File: src/rtl/sr_flag_arbiter.sv
// sr_flag_arbiter: a bank of W registered set/reset flags shared by NREQ
// requesters through a round-robin arbiter. Each granted operation takes
// one IDLE cycle (arbitrate and capture) plus one APPLY cycle (write the
// flag), so the bank completes at most one operation every two clocks.
// The S=R=1 code is refused with an err pulse, so q/q_bar stay complementary.
//
// Requester handshake: a requester raises req with s_in/r_in/idx and holds
// all four stable until it sees its gnt bit; it drops req in the following
// (IDLE) cycle. A req still high in that cycle counts as a new request.
// Inputs are only looked at while IDLE.
module sr_flag_arbiter #(
  parameter int NREQ = 4,
  parameter int W    = 8,
  parameter int IDXW = 3
) (
  input  logic                 clk,
  input  logic                 rst_n,
  input  logic [NREQ-1:0]      req,
  input  logic [NREQ-1:0]      s_in,
  input  logic [NREQ-1:0]      r_in,
  input  logic [NREQ*IDXW-1:0] idx,
  input  logic                 clr_all,
  output logic [NREQ-1:0]      gnt,
  output logic                 done,
  output logic                 err,
  output logic                 busy,
  output logic [W-1:0]         q,
  output logic [W-1:0]         q_bar
);

  localparam int PW = $clog2(NREQ);

  typedef enum logic {
    IDLE  = 1'b0,
    APPLY = 1'b1
  } state_t;

  state_t          state;
  state_t          state_next;
  logic [PW-1:0]   ptr;
  logic [PW-1:0]   win;
  logic [PW-1:0]   cand;
  logic            found;
  logic            op_s;
  logic            op_r;
  logic [IDXW-1:0] op_idx;
  logic            op_ok;
  logic [W-1:0]    q_next;

  // Round-robin winner: first active req searching upward from ptr+1.
  always_comb begin
    found = 1'b0;
    win   = '0;
    cand  = '0;
    for (int i = 1; i <= NREQ; i++) begin
      cand = PW'((int'(ptr) + i) % NREQ);
      if (!found && req[cand]) begin
        found = 1'b1;
        win   = cand;
      end
    end
  end

  // Captured op is legal when it is not S=R=1 and addresses an existing flag.
  always_comb begin
    op_ok = !(op_s && op_r) && (int'(op_idx) < W);
  end

  // FSM state register.
  always_ff @(posedge clk or negedge rst_n) begin
    if (!rst_n) begin
      state <= IDLE;
    end else begin
      state <= state_next;
    end
  end

  // FSM next state: IDLE -> APPLY on any request, APPLY always returns.
  always_comb begin
    state_next = state;
    case (state)
      IDLE:    if (found) state_next = APPLY;
      APPLY:   state_next = IDLE;
      default: state_next = IDLE;
    endcase
  end

  // Grant, pointer, op capture and status pulses.
  always_ff @(posedge clk or negedge rst_n) begin
    if (!rst_n) begin
      gnt    <= '0;
      done   <= 1'b0;
      err    <= 1'b0;
      busy   <= 1'b0;
      ptr    <= PW'(NREQ - 1);
      op_s   <= 1'b0;
      op_r   <= 1'b0;
      op_idx <= '0;
    end else begin
      done <= 1'b0;
      err  <= 1'b0;
      busy <= (state_next == APPLY);
      case (state)
        IDLE: begin
          if (found) begin
            gnt    <= NREQ'(1) << win;
            ptr    <= win;
            op_s   <= s_in[win];
            op_r   <= r_in[win];
            op_idx <= idx[int'(win)*IDXW +: IDXW];
          end else begin
            gnt <= '0;
          end
        end
        APPLY: begin
          gnt  <= '0;
          done <= op_ok;
          err  <= !op_ok;
        end
        default: gnt <= '0;
      endcase
    end
  end

  // Next flag bank: clr_all overrides any write landing on the same edge.
  always_comb begin
    q_next = q;
    if (clr_all) begin
      q_next = '0;
    end else if (state == APPLY && op_ok && (op_s || op_r)) begin
      q_next[op_idx] = op_s;
    end
  end

  // Flag bank and its complement share one edge so they never disagree.
  always_ff @(posedge clk or negedge rst_n) begin
    if (!rst_n) begin
      q     <= '0;
      q_bar <= '1;
    end else begin
      q     <= q_next;
      q_bar <= ~q_next;
    end
  end

endmodule

File: config.mk
export PLATFORM = sky130hd
export DESIGN_NAME = sr_flag_arbiter
export DESIGN_NICKNAME = d
export VERILOG_FILES = /design/src/rtl/sr_flag_arbiter.sv
export SDC_FILE = /design/constraint.sdc
export NUM_CORES = 1
export LEC_CHECK = 0
export ABC_CLOCK_PERIOD_IN_PS = 1800
export BUFFER_PORTS_ARGS = -buffer_cell sky130_fd_sc_hd__buf_2
export CORE_MARGIN = 5
export CORE_UTILIZATION = 45
export CTS_BUF_LIST = sky130_fd_sc_hd__clkbuf_16
export CTS_CLUSTER_SIZE = 14
export DETAILED_ROUTE_END_ITERATION = 8
export GPL_ROUTABILITY_DRIVEN = 1
export PLACE_DENSITY = 0.73
export SYNTH_ARGS = -nofsm -noshare
export SYNTH_HDL_FRONTEND = slang
export SYNTH_SLANG_ARGS = --single-unit
File: constraint.sdc
create_clock -name clk -period 1.8 [get_ports clk]
set_input_delay 0.54 -clock clk [delete_from_list [all_inputs] [get_ports clk]]
set_output_delay 0.54 -clock clk [all_outputs]
set_load 0.02 [all_outputs]
==> results of run 1 <==
[area by class of cell]
cell class	count	area [um^2]	area share [%]
Timing Repair Buffer	62	342.8	17.40
Tap cell	44	55.05	2.794
Inverter	3	11.26	0.5714
Sequential cell	30	763.2	38.73
Clock buffer	5	125.1	6.349
Clock inverter	3	11.26	0.5714
Multi-Input combinational cell	98	661.9	33.59
[worst max-delay path by stage]
stage          startpoint   endpoint  slack (ns)  cells past startpoint
2_1_floorplan      req[3]  op_idx[0]        0.09                      5
3_3_place_gp       req[3]  op_idx[1]       -0.03                      7
4_1_cts            ptr[0]  op_idx[2]        0.08                      5
3_5_place_dp       req[3]  op_idx[2]       -0.07                      7
6_report           ptr[0]       op_r        0.08                      5
5_1_grt            ptr[0]       op_r        0.02                      5
[stage by stage]
stage,TNS [ns],power (mW),utilization (%),cell area [um^2],hold slack (ns)
2_1_floorplan,0,1.642,-,1454,0.2444
6_report,0,2.776,64.02,1971,0.2950
3_5_place_dp,-0.2370,2.028,59.59,1834,0.5102
4_1_cts,0,2.791,64.02,1971,0.3090
3_3_place_gp,-0.1293,1.979,59.59,1834,0.4965
5_1_grt,0,2.954,64.02,1971,0.3506
[cells by family (layout without fill, tap and decap cells)]
family	Yosys count	after routing	share of synthesized area [%]
buffers and inverters	7	73	1.980
xor gates and xnor gates	1	1	0.6025
AOI/OAI and AO/OA	24	24	14.29
and+or+nand+nor	60	60	21.69
muxes	13	13	8.950
DFF	30	30	52.50
[power by group]
part | internal [mW] | switching, mW
registers | 0.847 | 0.127
logic | 0.467 | 0.579
clock network | 0.494 | 0.261
[sequential cells by signal, summed over array words and instances (netlist names)]
signal / flops
busy: 1
done: 1
err: 1
gnt: 4
op_idx: 3
op_r: 1
op_s: 1
ptr: 2
q: 8
q_bar: 8
[metal layers]
layer,global-route usage [%],up-vias,wire [um]
li1,-,603,-
met1,21.41,579,1499
met2,30.82,48,1709
met3,5.565,10,219
met4,6.599,0,63
met5,0,-,0
[placed cells by master, fill, tap and decap left out, drive strengths merged]
cell,n
a211o,5
a21o,1
a21oi,2
and3,1
buf,62
clkbuf,5
clkinv,1
dfrtp,20
dfstp,10
inv,5
mux2i,13
nand2,16
nand2b,1
nand3,2
nand4,5
nor2,15
nor2b,4
nor3,4
nor3b,2
o211ai,5
o21a,2
o21ai,4
o31ai,5
or2,8
or2b,1
or3,1
xnor2,1
[worst max-delay path, cell delays in order (launching register included)]
cell      delay, ns
dfstp_2        0.57
nand2b_1       0.18
nor2_1         0.06
or3_1          0.44
nand2_2        0.23
o211ai_2       0.11
==> metrics.txt, run 1 <==
RSZ-0062 raised after global routing false; layout filler cell count 276; Netlist cell types 32; Final Hold Viols 0; FF-to-FF Start ptr[0]; worst hold path type primary input to async pin; Worst Reg2Reg Path Length in Cells 5; CTS tree built; syn nets 162; DRT Pass-1 Iters 4; Starting Density 47.24%; grt ovf 0; Leak 1.011 nW; placed cells 237; Worst-path clk slew 0.05 ns; skew final 0.008334 ns; Ys Warns 0; area grow syn2layout 35.54%; Num CTS Buffers 5; Worst-Margin Slew 0.6384 ns; top-level I/O count 50; Nets 227; Max FO, Critical Path 7; Max-slew headroom 57.44%; DR WL/cell 14.25 um; clock root cell clkbuf_16; vias in the first global route 1286; post-route setup slack 0.08186 ns; post-cts hold buffer count 0; CTS-repair resized insts 0; Vert. Die Dim 66.84 um; IO buf count 49; r2r setup slk 0.08 ns; Post-synth EDFFs 0; Final Slew Violations 0; Residual DRC 0; pre-CTS setup slack -0.06825 ns; die area 4468 um^2; clk_lat worst skew 0.27 ns; Finished Layout Cells 245; drt initial violations 62; Worst R2R End op_r; Post-DP HPWL 2712 um; # H-tree levels 2; Syn Inst Count 135; DR vias/cell 5.061; largest net degree at the start of global routing 31; outcome complete, no violations; Setup Buffers After CTS 0; first-pass GRT wire length 5954 um; gpl congestion 0.8213; asr flop ratio synth 100.0%; WP data arrival 1.86 ns; top cells by count, synth dfrtp_1, nand2_1, nor2_1; Sink Count 30; Max-Cap Viols 0; total core area 3078 um^2; Yosys top cell by area dfrtp_1; Cell Pwr Density 1408 nW/um^2; Total GRT Usage 18.14%; Final min period 1.718 ns; layout cells sized above 1 47.76%; crit path kind register to register; Synth Area per Inst 10.77 um^2; Syn Std Cell Area 1454 um^2; crit path launch type register; Max clock buf depth 2; row cnt 20; register area share after synthesis 52.50%; WP data required 1.94 ns; synth top area cells dfrtp_1, dfstp_2, mux2i_1; antenna cells 0; fin crit share 95.45%; most common cell in the netlist dfrtp_1; Seq cells post-synth 30; Synth top area share 34.42%; final setup violation count 0; fmax 582.0 MHz; total wire length 3492 um; critical path endpoint category register; initial antenna violation count 0; Top FF cell, synth dfrtp_1; Die W 66.84 um; post-route ant nets 0; VDD IR-drop max 0.0005753 V; Vias 1240
(Power assumes the default switching activity.)
==> inputs of run 2 (changes only) <==
- REMOVE_ABC_BUFFERS: default -> 1
==> run 2 against run 1 <==
Compared with the run above: cell count up 0.41%; highest routed layer unchanged; critical path type unchanged; clock power increased by 3.6%; sequential share of layout area decreased by 0.24 points; wire length shrank 6.0%.
==> metrics.txt, run 2 (synthesis results as in run 1) <==
outcome complete, no violations; placed cells 238; Final Slew Violations 0; worst hold path type primary input to async pin; DR WL/cell 13.35 um; switching share of power 34.71%; vias in the first global route 1255; Critical Path Source ptr[0]; Worst R2R End op_idx[1]; Worst-Margin Slew 0.6352 ns; Hold WS 0.2872 ns; combinational share of power 37.3%; total wire length 3283 um; final setup violation count 0; Worst Reg2Reg Path Length in Cells 5; Nets 228; VDD IR-drop max 0.0008157 V; Max FO, Critical Path 8; Final Hold Viols 0; commonest cells after routing, fill and taps aside buf_2, dfrtp_1, nor2_1, nand2_1, buf_4; Vert. Die Dim 66.84 um; WP data required 1.99 ns; Pint 1.814 mW; Leak 1.009 nW; Setup Buffers After CTS 0; total core area 3078 um^2; clock root cell clkbuf_16; Worst-path clk slew 0.05 ns; DR vias/cell 5.000; fmax 591.8 MHz; Sink Count 30; Vias 1230; Max-Cap Viols 0; CTS-repair resized insts 0; Total GRT Usage 16.91%; row cnt 20; Die W 66.84 um; IO buf count 49; share of power burned in registers 34.6%; grt ovf 0; die area 4468 um^2; initial antenna violation count 0; WP data arrival 1.88 ns; crit path kind register to register; clk_lat worst skew 0.27 ns; largest net degree at the start of global routing 31; drt initial violations 60; Top Registers q: 8 flops, q_bar: 8 flops, gnt: 4 flops; Clock Power Share 28.1%; RSZ-0062 raised after global routing false; first-pass GRT wire length 5547 um; fin crit share 93.88%; Post-DP HPWL 2525 um; area grow syn2layout 36.40%; crit path launch type register; end of the critical path op_idx[1]; FF-to-FF Start ptr[0]; # H-tree levels 2; Max clock buf depth 2; layout cells sized above 1 49.01%; post-route ant nets 0; Final min period 1.690 ns; critical path endpoint category register; skew final 0.004003 ns; Cell Pwr Density 1401 nW/um^2; Max-slew headroom 57.65%; Num CTS Buffers 5; top-level I/O count 50; CTS tree built; DRT Pass-1 Iters 4; total power 2.778 mW; gpl congestion 0.8320; Residual DRC 0; r2r setup slk 0.11 ns; antenna cells 0; Starting Density 47.24%; Finished Layout Cells 246; commonest non-fill, non-tap cell in the layout buf_2; post-cts hold buffer count 0; net load switching power 0.9643 mW
run 2: cell count changes in the layout (fill, tap and decap cells not counted):
cell | before | now
inv_1 | 4 | 2
buf_4 | 13 | 14
clkinv_2 | 0 | 1
clkinvlp_4 | 0 | 1
run 2: area by class of cell:
class | instances | area (um^2)
Fill cell | 239 | 1095
Sequential cell | 30 | 763.2
Multi-Input combinational cell | 98 | 661.9
Timing Repair Buffer | 63 | 350.3
Clock buffer | 5 | 125.1
Tap cell | 44 | 55.05
Clock inverter | 3 | 16.27
Inverter | 3 | 11.26
run 2: worst max-delay path: stages (launching register included):
cell,delay (ns)
dfstp_2,0.56
nand2b_1,0.17
nor2_1,0.05
or3_1,0.44
a211o_1,0.30
o211ai_2,0.08
run 2: how the worst min path moves through the flow:
| stage | start | endpoint | slack (ns) | cells after the start |
|---|---|---|---|---|
| after floorplan | rst_n | busy | 0.24 | 0 |
| after global placement | op_idx[0] | op_idx[0] | 0.50 | 2 |
| after detailed placement | op_idx[0] | op_idx[0] | 0.51 | 2 |
| after CTS | rst_n | op_s | 0.31 | 1 |
| after global routing | rst_n | gnt[0] | 0.36 | 1 |
| final | rst_n | gnt[0] | 0.29 | 1 |
run 2: power by group through the flow:
stage | logic, mW | clock network, mW | registers [mW]
6_report | 1.04 | 0.782 | 0.962
5_1_grt | 1.13 | 0.832 | 0.986
4_1_cts | 1.05 | 0.799 | 0.962
3_5_place_dp | 1.04 | 0 | 0.974
3_3_place_gp | 1.02 | 0 | 0.968
2_1_floorplan | 0.555 | 0 | 1.07
run 2: through the flow:
stage / utilization [%] / TNS [ns] / worst slack (ns) / area [um^2]
4_1_cts: 64.43 / 0 / 0.1014 / 1983
2_1_floorplan: - / 0 / 0.08755 / 1436
6_report: 64.43 / 0 / 0.1102 / 1983
3_5_place_dp: 59.84 / -0.2234 / -0.05945 / 1842
5_1_grt: 64.43 / 0 / 0.03187 / 1983
3_3_place_gp: 59.84 / -0.1174 / -0.02918 / 1842
run 2: layer usage:
layer  GRT usage (%)  vias up  part of all wire [%]
met5               0        -                     0
met4           5.838        0                   1.6
met3           6.408        8                   7.3
met2           26.36       44                    48
met1           21.34      568                    43
li1                -      610                     -
==> inputs of run 3 (changes only) <==
- CELL_PAD_IN_SITES_DETAIL_PLACEMENT: default -> 0
- CELL_PAD_IN_SITES_GLOBAL_PLACEMENT: default -> 1
- CORE_UTILIZATION: 45 -> 37
- PLACE_DENSITY: 0.73 -> default
- PLACE_DENSITY_LB_ADDON: default -> 0.1
==> run 3 against run 2 <==
Compared with the run above: count of clock-buffer cells in the layout did not move; design area barely moved; cell count rose by 0.41%; via count rose by 2.0%; worst setup slack improved by 0.012 ns; combinational power barely moved; critical path depth rose by 1; sequential power rose by 0.8%; critical endpoint is now op_s.
==> metrics.txt, run 3 (synthesis results as in run 1) <==
cell area after layout 1984 um^2; sum of buffers and inverters on the critical path 1; # H-tree levels 2; initial antenna violation count 0; area grow syn2layout 36.49%; layout filler cell count 386; Worst-path clk slew 0.05 ns; commonest cells after routing, fill and taps aside buf_2, dfrtp_1, nor2_1, nand2_1, mux2i_1; Reg area 763.2 um^2; Max-Cap Viols 0; post-route setup slack 0.1227 ns; Final Util 53.01%; total core area 3744 um^2; post-route ant nets 0; WP data arrival 1.82 ns; outcome complete, no violations; CTS tree built; final setup violation count 0; layout cells sized above 1 48.24%; Final min period 1.677 ns; die area 5283 um^2; Cell Pwr Density 1394 nW/um^2; DR WL/cell 13.71 um; CP max stage delay 0.57 ns; pre-CTS setup slack -0.1901 ns; Final Hold Viols 0; clock root cell clkbuf_16; Num CTS Buffers 5; Worst-Margin Slew 0.6372 ns; Hold WS 0.2955 ns; drt initial violations 50; Residual DRC 0; fmax 596.2 MHz; crit path launch type register; Max FO, Critical Path 9; DR vias/cell 5.077; antenna cells 0; commonest non-fill, non-tap cell in the layout buf_2; gpl congestion 0.8969; worst hold path type primary input to async pin; Die W 72.69 um; total wire length 3387 um; clk_lat worst skew 0.27 ns; post-cts hold buffer count 0; Max clock buf depth 2; fin crit share 93.18%; skew final 0.005419 ns; grt ovf 0; Leak 1.009 nW; largest net degree at the start of global routing 31; Vert. Die Dim 72.69 um; DP Area 1817 um^2; RSZ-0062 raised after global routing false; Total GRT Usage 13.84%; Slowest-stage cell, CP dfstp_2; Stages on worst setup path 6; row cnt 22; IO buf count 49; Max-slew headroom 57.52%; critical path endpoint category register; Starting Density 38.84%; Nets 225; DRT Pass-1 Iters 4; VDD IR-drop max 0.0007375 V; Sink Count 30; crit path kind register to register; top-level I/O count 50; Vias 1254; CP delay by family, top flip-flops; Post-DP HPWL 2637 um; WP data required 1.94 ns; Top Registers q: 8 flops, q_bar: 8 flops, gnt: 4 flops; Worst Reg2Reg Path Length in Cells 6; Multi-input gate area 671.9 um^2; Final Slew Violations 0; crit-path cells nand2b_1, a21oi_2, nor3_4, buf_12, mux2i_1, o211ai_2; first-pass GRT wire length 5706 um; vias in the first global route 1290
## run 3: cell types whose count changed in the layout (fill, tap and decap cells not counted)
cell and delta:
nand2_2 -1, buf_12 +1, or3_1 -1, or3_4 +1, buf_4 -4, clkinvlp_4 -1
inv_1 +1, nand2_4 +1
## run 3: final cells by class
type,instances,share of cell area [%]
Clock buffer,5,6.305
Clock inverter,3,0.6305
Inverter,3,0.5675
Multi-Input combinational cell,98,33.86
Sequential cell,30,38.46
Tap cell,48,3.026
Timing Repair Buffer,60,17.15
## run 3: final timing paths
kind,startpoint,to,slack (ns)
max in group asynchronous,rst_n,q[0],1.08
worst max register to register,ptr[0],op_s,0.12
worst min register to register,op_idx[0],op_idx[0],0.52
worst max-delay path,ptr[0],op_s,0.12
worst min-delay path,rst_n,gnt[2],0.30
min in group clk,op_idx[0],op_idx[0],0.52
## run 3: power breakdown
group | switching [mW] | internal [mW]
logic | 0.575 | 0.467
registers | 0.123 | 0.847
clock network | 0.256 | 0.496
## run 3: metal layers
metal  GRT usage, %  vias to the layer above  wire [um]
li1               -                      598          -
met1          18.04                      612       1515
met5              0                        -          0
met2          21.24                       38       1587
met4          5.328                        0         44
met3          4.545                        6        239
## run 3: repair_timing
item                       CTS  global route
setup buffers                0             1
resized for setup            0             2
setup endpoints to repair    0             5
## run 3: per-stage QoR
step,TNS [ns],power (mW),cells
after CTS,0,2.737,246
after global placement,-0.6314,1.948,238
after global routing,0,2.949,247
after floorplan,0,1.622,131
after detailed placement,-0.9429,1.973,238
final,0,2.766,247
